**config.mk**
```make
export PLATFORM = sky130hd
export DESIGN_NAME = register_file
export DESIGN_NICKNAME = d
export VERILOG_FILES = /design/src/rtl/register_file.sv
export SDC_FILE = /design/constraint.sdc
export NUM_CORES = 2
export LEC_CHECK = 0
export BUFFER_PORTS_ARGS = -buffer_cell sky130_fd_sc_hd__clkbuf_2
export CAP_MARGIN = 15
export CORE_ASPECT_RATIO = 1.1
export CORE_MARGIN = 2
export CORE_UTILIZATION = 30
export CTS_CLUSTER_SIZE = 8
export DETAILED_ROUTE_END_ITERATION = 6
export GPL_ROUTABILITY_DRIVEN = 0
export GPL_TIMING_DRIVEN = 0
export PLACE_DENSITY = 0.52
export SYNTH_ARGS = -nofsm -noshare
export SYNTH_HDL_FRONTEND = slang
export SYNTH_SLANG_ARGS = --single-unit
```
**constraint.sdc**
```tcl
create_clock -name clk_in -period 4.1 [get_ports clk_in]
set_input_delay 0.205 -clock clk_in [delete_from_list [all_inputs] [get_ports clk_in]]
set_output_delay 0.205 -clock clk_in [all_outputs]
set_load 0.05 [all_outputs]
```
**src/rtl/register_file.sv**
```systemverilog
// Architectural register file with rename tags: commit writes, issue-time
// dependency marks, flush, and two zero-latency source-operand queries.
module register_file #(
    parameter int ROB_WIDTH_BIT = 4
) (
    input  logic                     clk_in,
    input  logic                     rst_in,
    input  logic                     rdy_in,
    input  logic                     clear,
    input  logic [4:0]               set_reg_id,
    input  logic [31:0]              set_val,
    input  logic [ROB_WIDTH_BIT-1:0] set_reg_on_rob_id,
    input  logic [4:0]               set_dep_reg_id,
    input  logic [ROB_WIDTH_BIT-1:0] set_dep_rob_id,
    input  logic [4:0]               rs1_id,
    output logic [31:0]              rs1_val,
    output logic                     rs1_has_dep,
    output logic [ROB_WIDTH_BIT-1:0] rs1_dep_rob_id,
    input  logic [4:0]               rs2_id,
    output logic [31:0]              rs2_val,
    output logic                     rs2_has_dep,
    output logic [ROB_WIDTH_BIT-1:0] rs2_dep_rob_id
);

    localparam int QW = 32 + 1 + ROB_WIDTH_BIT;

    logic [31:0]              val_q    [1:31];
    logic [ROB_WIDTH_BIT-1:0] tag_q    [1:31];
    logic [ROB_WIDTH_BIT-1:0] tag_next [1:31];
    logic [31:1]              busy_q;
    logic [31:1]              busy_next;
    logic [31:0]              pending;
    logic [31:0]              pending_next;
    logic                     commit_en;
    logic                     dep_en;
    logic [QW-1:0]            q1;
    logic [QW-1:0]            q2;

    assign commit_en = rdy_in && !clear && (set_reg_id != 5'd0);
    assign dep_en    = rdy_in && !clear && (set_dep_reg_id != 5'd0);

    always_comb begin
        busy_next    = busy_q;
        pending_next = '0;
        for (int i = 1; i < 32; i++) begin
            tag_next[i] = tag_q[i];
            if (clear) begin
                busy_next[i] = 1'b0;
                tag_next[i]  = '0;
            end else begin
                if (commit_en && set_reg_id == 5'(i) && busy_q[i]
                    && tag_q[i] == set_reg_on_rob_id)
                    busy_next[i] = 1'b0;
                // A same-cycle rename of the committing register keeps it busy.
                if (dep_en && set_dep_reg_id == 5'(i)) begin
                    busy_next[i] = 1'b1;
                    tag_next[i]  = set_dep_rob_id;
                end
            end
            pending_next = pending_next + 32'(busy_next[i]);
        end
    end

    always_ff @(posedge clk_in) begin
        if (rst_in) begin
            busy_q  <= '0;
            pending <= '0;
            for (int i = 1; i < 32; i++) begin
                val_q[i] <= '0;
                tag_q[i] <= '0;
            end
        end else if (rdy_in) begin
            busy_q  <= busy_next;
            pending <= pending_next;
            for (int i = 1; i < 32; i++) begin
                tag_q[i] <= tag_next[i];
                if (commit_en && set_reg_id == 5'(i))
                    val_q[i] <= set_val;
            end
        end
    end

    // Same-cycle commit of the current owner is forwarded to the decoder.
    function automatic logic [QW-1:0] query(input logic [4:0] id);
        logic [31:0]              v;
        logic                     h;
        logic [ROB_WIDTH_BIT-1:0] t;
        v = '0;
        h = 1'b0;
        t = '0;
        if (id != 5'd0) begin
            if (busy_q[id] && commit_en && set_reg_id == id
                && set_reg_on_rob_id == tag_q[id]) begin
                v = set_val;
            end else begin
                v = val_q[id];
                if (busy_q[id]) begin
                    h = 1'b1;
                    t = tag_q[id];
                end
            end
        end
        return {v, h, t};
    endfunction

    always_comb begin
        q1 = query(rs1_id);
        q2 = query(rs2_id);
    end

    assign {rs1_val, rs1_has_dep, rs1_dep_rob_id} = q1;
    assign {rs2_val, rs2_has_dep, rs2_dep_rob_id} = q2;

endmodule

```
After elaboration in Yosys (flattened, before gate mapping)
Memories as Yosys holds them, arrays and structs flattened. Cells that the tools add are included.

RAM bits: 1116. Memory bits (read-only): 0. Logic and storage cells: 760. Memories kept: 2. Bits in latches: 0. Output and inout bits: 74. Bits of input ports: 64. Flip-flop bits (word level): 31.

Reduce and logical (&&, ||, !) cells: 200. Shift-type cells: 0. Magnitude comparators: 2. Equality and inequality tests: 97. Bitwise operators: 62. Muxes and demuxes: 366. Add/subtract/negate cells: 0. Divide/modulo/power cells: 0. $mul: 0.

Memories: val_q (words 31, width 32, rd ports 2, clocked after Yosys merged registers in 0, write ports 31, RTL line 27) `logic [31:0] val_q [1:31];`; tag_q (words 31, width 4, rd ports 33, clocked after Yosys merged registers in 0, write ports 31, RTL line 28) `logic [ROB_WIDTH_BIT-1:0] tag_q [1:31];`.

Operators by type and width (count): $mux W32 (35); $mux W4 (99); $mux W1 (230); $eq A5 B5 Y1 const B (32); $logic_and A1 B1 Y1 (133); $eq A4 B4 Y1 (33); $reduce_bool A3 Y1 (31); $eq A5 B4 Y1 const B (16); $or A1 B1 Y1 (62); $reduce_and A2 Y1 (31); $eq A5 B3 Y1 const B (8); $eq A5 B2 Y1 const B (4); $reduce_bool A5 Y1 (4); $lt A5 B6 Y1 const B (2); $bmux W1 S5 (2); $eq A5 B1 Y1 const B (2); $eq A5 B5 Y1 (2); $logic_not A1 Y1 (1).

Logic depth before layout (Yosys ltp)
Depth after elaboration: 9. Mapped depth: 13. Mapped depth without buffers: 7.

Worst setup path before layout
No wires, ideal clock.

Kind: input to output. Start: input port rs2_id[1]. End: output port rs2_val[10]. Arrival: 3415 ps. Stages on the path: 13. Path buffers: 7. Required time: 3895 ps. Setup slack: 480 ps. Cells stage by stage: buf_4 -> buf_2 -> buf_4 -> buf_4 -> buf_2 -> xnor2_1 -> nand4_1 -> nor4_1 -> o221ai_1 -> nor4b_1 -> buf_2 -> buf_4 -> mux2i_1.

Cells in the longest elaborated chain, start to end: 7. Elaborated cells on any way between the ends: 12. Classes of those cells: 2 x eq/ne; 4 x mux; 4 x reduce/logical; 2 x memory.

RTL lines: start: declaration (RTL line 19) `input logic [4:0] rs2_id,`; branches (longest 6 deep; another with $mem_v2 Z31 W4); $mux W32 * (RTL line 91) `if (id != 5'd0) begin`; end: declaration (RTL line 20) `output logic [31:0] rs2_val,`.

Mark *: on every way between the ends. The select of a mux whose other input is x is not followed.

==> metrics <==
via count=42965; Syn Area/Cell=14.76 um^2; Max Root-Sink Buffers=3; Final Util=0.3610; share of layout cells above drive strength 1=0.2824; Leakage Power=25.98 nW; post-route ant nets=0; IO buf count=121; First DRT Iteration DRCs=between 5000 and 6000; register area=34140 um^2; Worst EP required=roughly 3900 ps; Main synth FF type=edfxtp_1; Critical Path Fanout Max=6; area delta synth->final=19.56%; final worst slack=-349.9 ps; critical path arrival=4240 ps; synthesized cell area=~64000 um^2; GR Overflow Total=0; first-pass GRT wire length=approximately 350 mm; Synth Register Bits=1147; top-count cell post-synth=edfxtp_1; Synth async-reset ratio=0; Tot GR Track Use=0.2360; Setup-failing EPs final=74; crit path kind=register to output port; violations in the final reports=setup timing; VDD IR max=0.3741 mV; Final Critical Period=4450 ps; number of synthesized flops with an enable pin=between 1000 and 1500; dpl ws=-1985 ps; DIE HEIGHT=488.2 um; max-cap violations=0; DRT Wirelength=259.6 mm; fillers=~20000; total clock sinks=1147; setup_tns=-16460 ps; max_slew headroom=0.1852; commonest cells in the netlist=edfxtp_1, and2_1, mux4_2, clkbuf_1, nand2_1; Initial Util=0.3020; htree depth=4; top-area cell type share of the netlist area=0.5242; CTS buffer count=162; fin crit share=1.085; startpoint types=register; worst hold path type=input port to register; Skew-Pair Late Insertion Delay=about 810 ps; Core Region=between 200000 and 250000 um^2; Die Area=216800 um^2; DR pass1 iterations=5; outcome=finished, violations left; # IOs=138; wire length per cell=34.24 um; syn nets=4397; Vias per Instance=5.667; Seq/Total Area, Yosys=0.5339; site row count=177; DRC Markers=0; synth top area cells=edfxtp_1, mux4_2, and2_1; Yosys Warn Count=0; initial antenna violation count=20; fmax=224.7 MHz; Netlist cell types=63; PD cells=416.0 nW/um^2; Critical Path End Type=output port; Synth area leader=edfxtp_1; RSZ-0062 raised after global routing=true; Mapped Cells=about 4300; max-slew violation count=0; CTS tree=done; vias in the first global route=43171; Root Driver=clkbuf_16; die width=444.2 um; footprint of the multi-input gates=28830 um^2; Clock Skew=34.64 ps; Final Hold Fails=0; Pwr Total=0.03180 W; largest net degree at the start of global routing=33; fin nets=4819; DP HPWL=a little under 200 mm; clk slew on worst S/H paths=60 ps; Slew @ Worst Pin=around 1200 ps
==> registers in the layout, indices dropped and copies added, names as in the netlist <==
register  cells
tag_q       124
busy_q       31
val_q       992
==> final timing paths <==
check / startpoint / to / slack, ps / cells past startpoint
max: tag_q[16][0]$_SDFFCE_PP0P_ / rs1_val[18] / -350 / 10
max reg2reg: tag_q[16][2]$_SDFFCE_PP0P_ / busy_q[16]$_SDFFE_PP0P_ / 1990 / 8
min: set_dep_rob_id[1] / tag_q[28][1]$_SDFFCE_PP0P_ / 70 / 2
min reg2reg: busy_q[13]$_SDFFE_PP0P_ / busy_q[13]$_SDFFE_PP0P_ / 480 / 2
==> worst max-delay path: stages (launching register included) <==
cell	delay, ps
edfxtp_1	450
mux4_2	500
mux2_2	320
o22ai_1	280
a211o_1	240
xnor2_1	90
or4_4	570
buf_12	190
buf_16	170
mux2i_4	410
buf_8	210
==> area by class of cell <==
| class | count | area share |
|---|---|---|
| Clock inverter | 13 | 0.003028 |
| Buffer | 452 | 0.03058 |
| Clock buffer | 194 | 0.05544 |
| Sequential cell | 1147 | 0.4466 |
| Timing Repair Buffer | 259 | 0.04107 |
| Multi-Input combinational cell | 2725 | 0.3772 |
| Inverter | 8 | 0.0003929 |
| Antenna cell | 9 | 0.0002946 |
| Tap cell | 2774 | 0.04541 |
==> cell families (layout without fill, tap and decap cells) <==
family / Yosys count / after routing / share of synthesized area
muxes: 840 / 840 / 0.2584
other: 0 / 9 / 0
xor gates and xnor gates: 136 / 136 / 0.01863
and+or+nand+nor: 1514 / 1514 / 0.1354
DFF: 1147 / 1147 / 0.5339
buffers and inverters: 461 / 926 / 0.03053
AOI/OAI and AO/OA: 235 / 235 / 0.02313
==> per-layer routing <==
metal | routed length [um] | track usage
met1 | 96200 | 0.2888
met2 | 122200 | 0.3851
met3 | 22280 | 0.04983
met4 | 18930 | 0.1395
met5 | 32 | 0
==> cells in the final DEF, fill, tap and decap left out, drive strengths merged, types with 46 or more instances in the layout <==
| cell | netlist | layout |
|---|---|---|
| mux4 | 640 | 640 |
| mux2i | 157 | 157 |
| o211ai | 46 | 46 |
| nand2b | 65 | 65 |
| buf | 141 | 280 |
| edfxtp | 1116 | 1116 |
| clkbuf | 312 | 576 |
| a21oi | 100 | 100 |
| nor2 | 118 | 118 |
| nand2 | 197 | 197 |
| and2 | 999 | 999 |
| xor2 | 67 | 67 |
| xnor2 | 69 | 69 |
==> timing repair <==
| action | in CTS | in global routing |
|---|---|---|
| buffers inserted | 42 | 6 |
| pin swaps | 14 | 7 |
| gates cloned | 2 | 0 |
| hold buffers | 38 | 0 |
| gates resized for setup | 450 | 118 |
| hold endpoints to repair | 38 | 0 |
| setup endpoints to repair | 74 | 74 |
==> through the flow <==
stage / cells / cell area (um^2) / hold WS, ps
after floorplan: 4333 / 63940 / 403.2
after global placement: 7228 / 68010 / 458.0
after detailed placement: 7276 / 69030 / 459.8
after CTS: 7564 / 76050 / 33.43
after global routing: 7574 / 76420 / 54.72
final: 7581 / 76440 / 67.65
==> report_power, final <==
| part | internal, W | switching (W) | total, W |
|---|---|---|---|
| sequential | 0.0135 | 0.000396 | 0.0139 |
| clock | 0.00721 | 0.00532 | 0.0125 |
| combinational | 0.00217 | 0.00317 | 0.00534 |
| total | 0.0229 | 0.00889 | 0.0318 |
No activity file was read; power rests on OpenSTA's default activity.
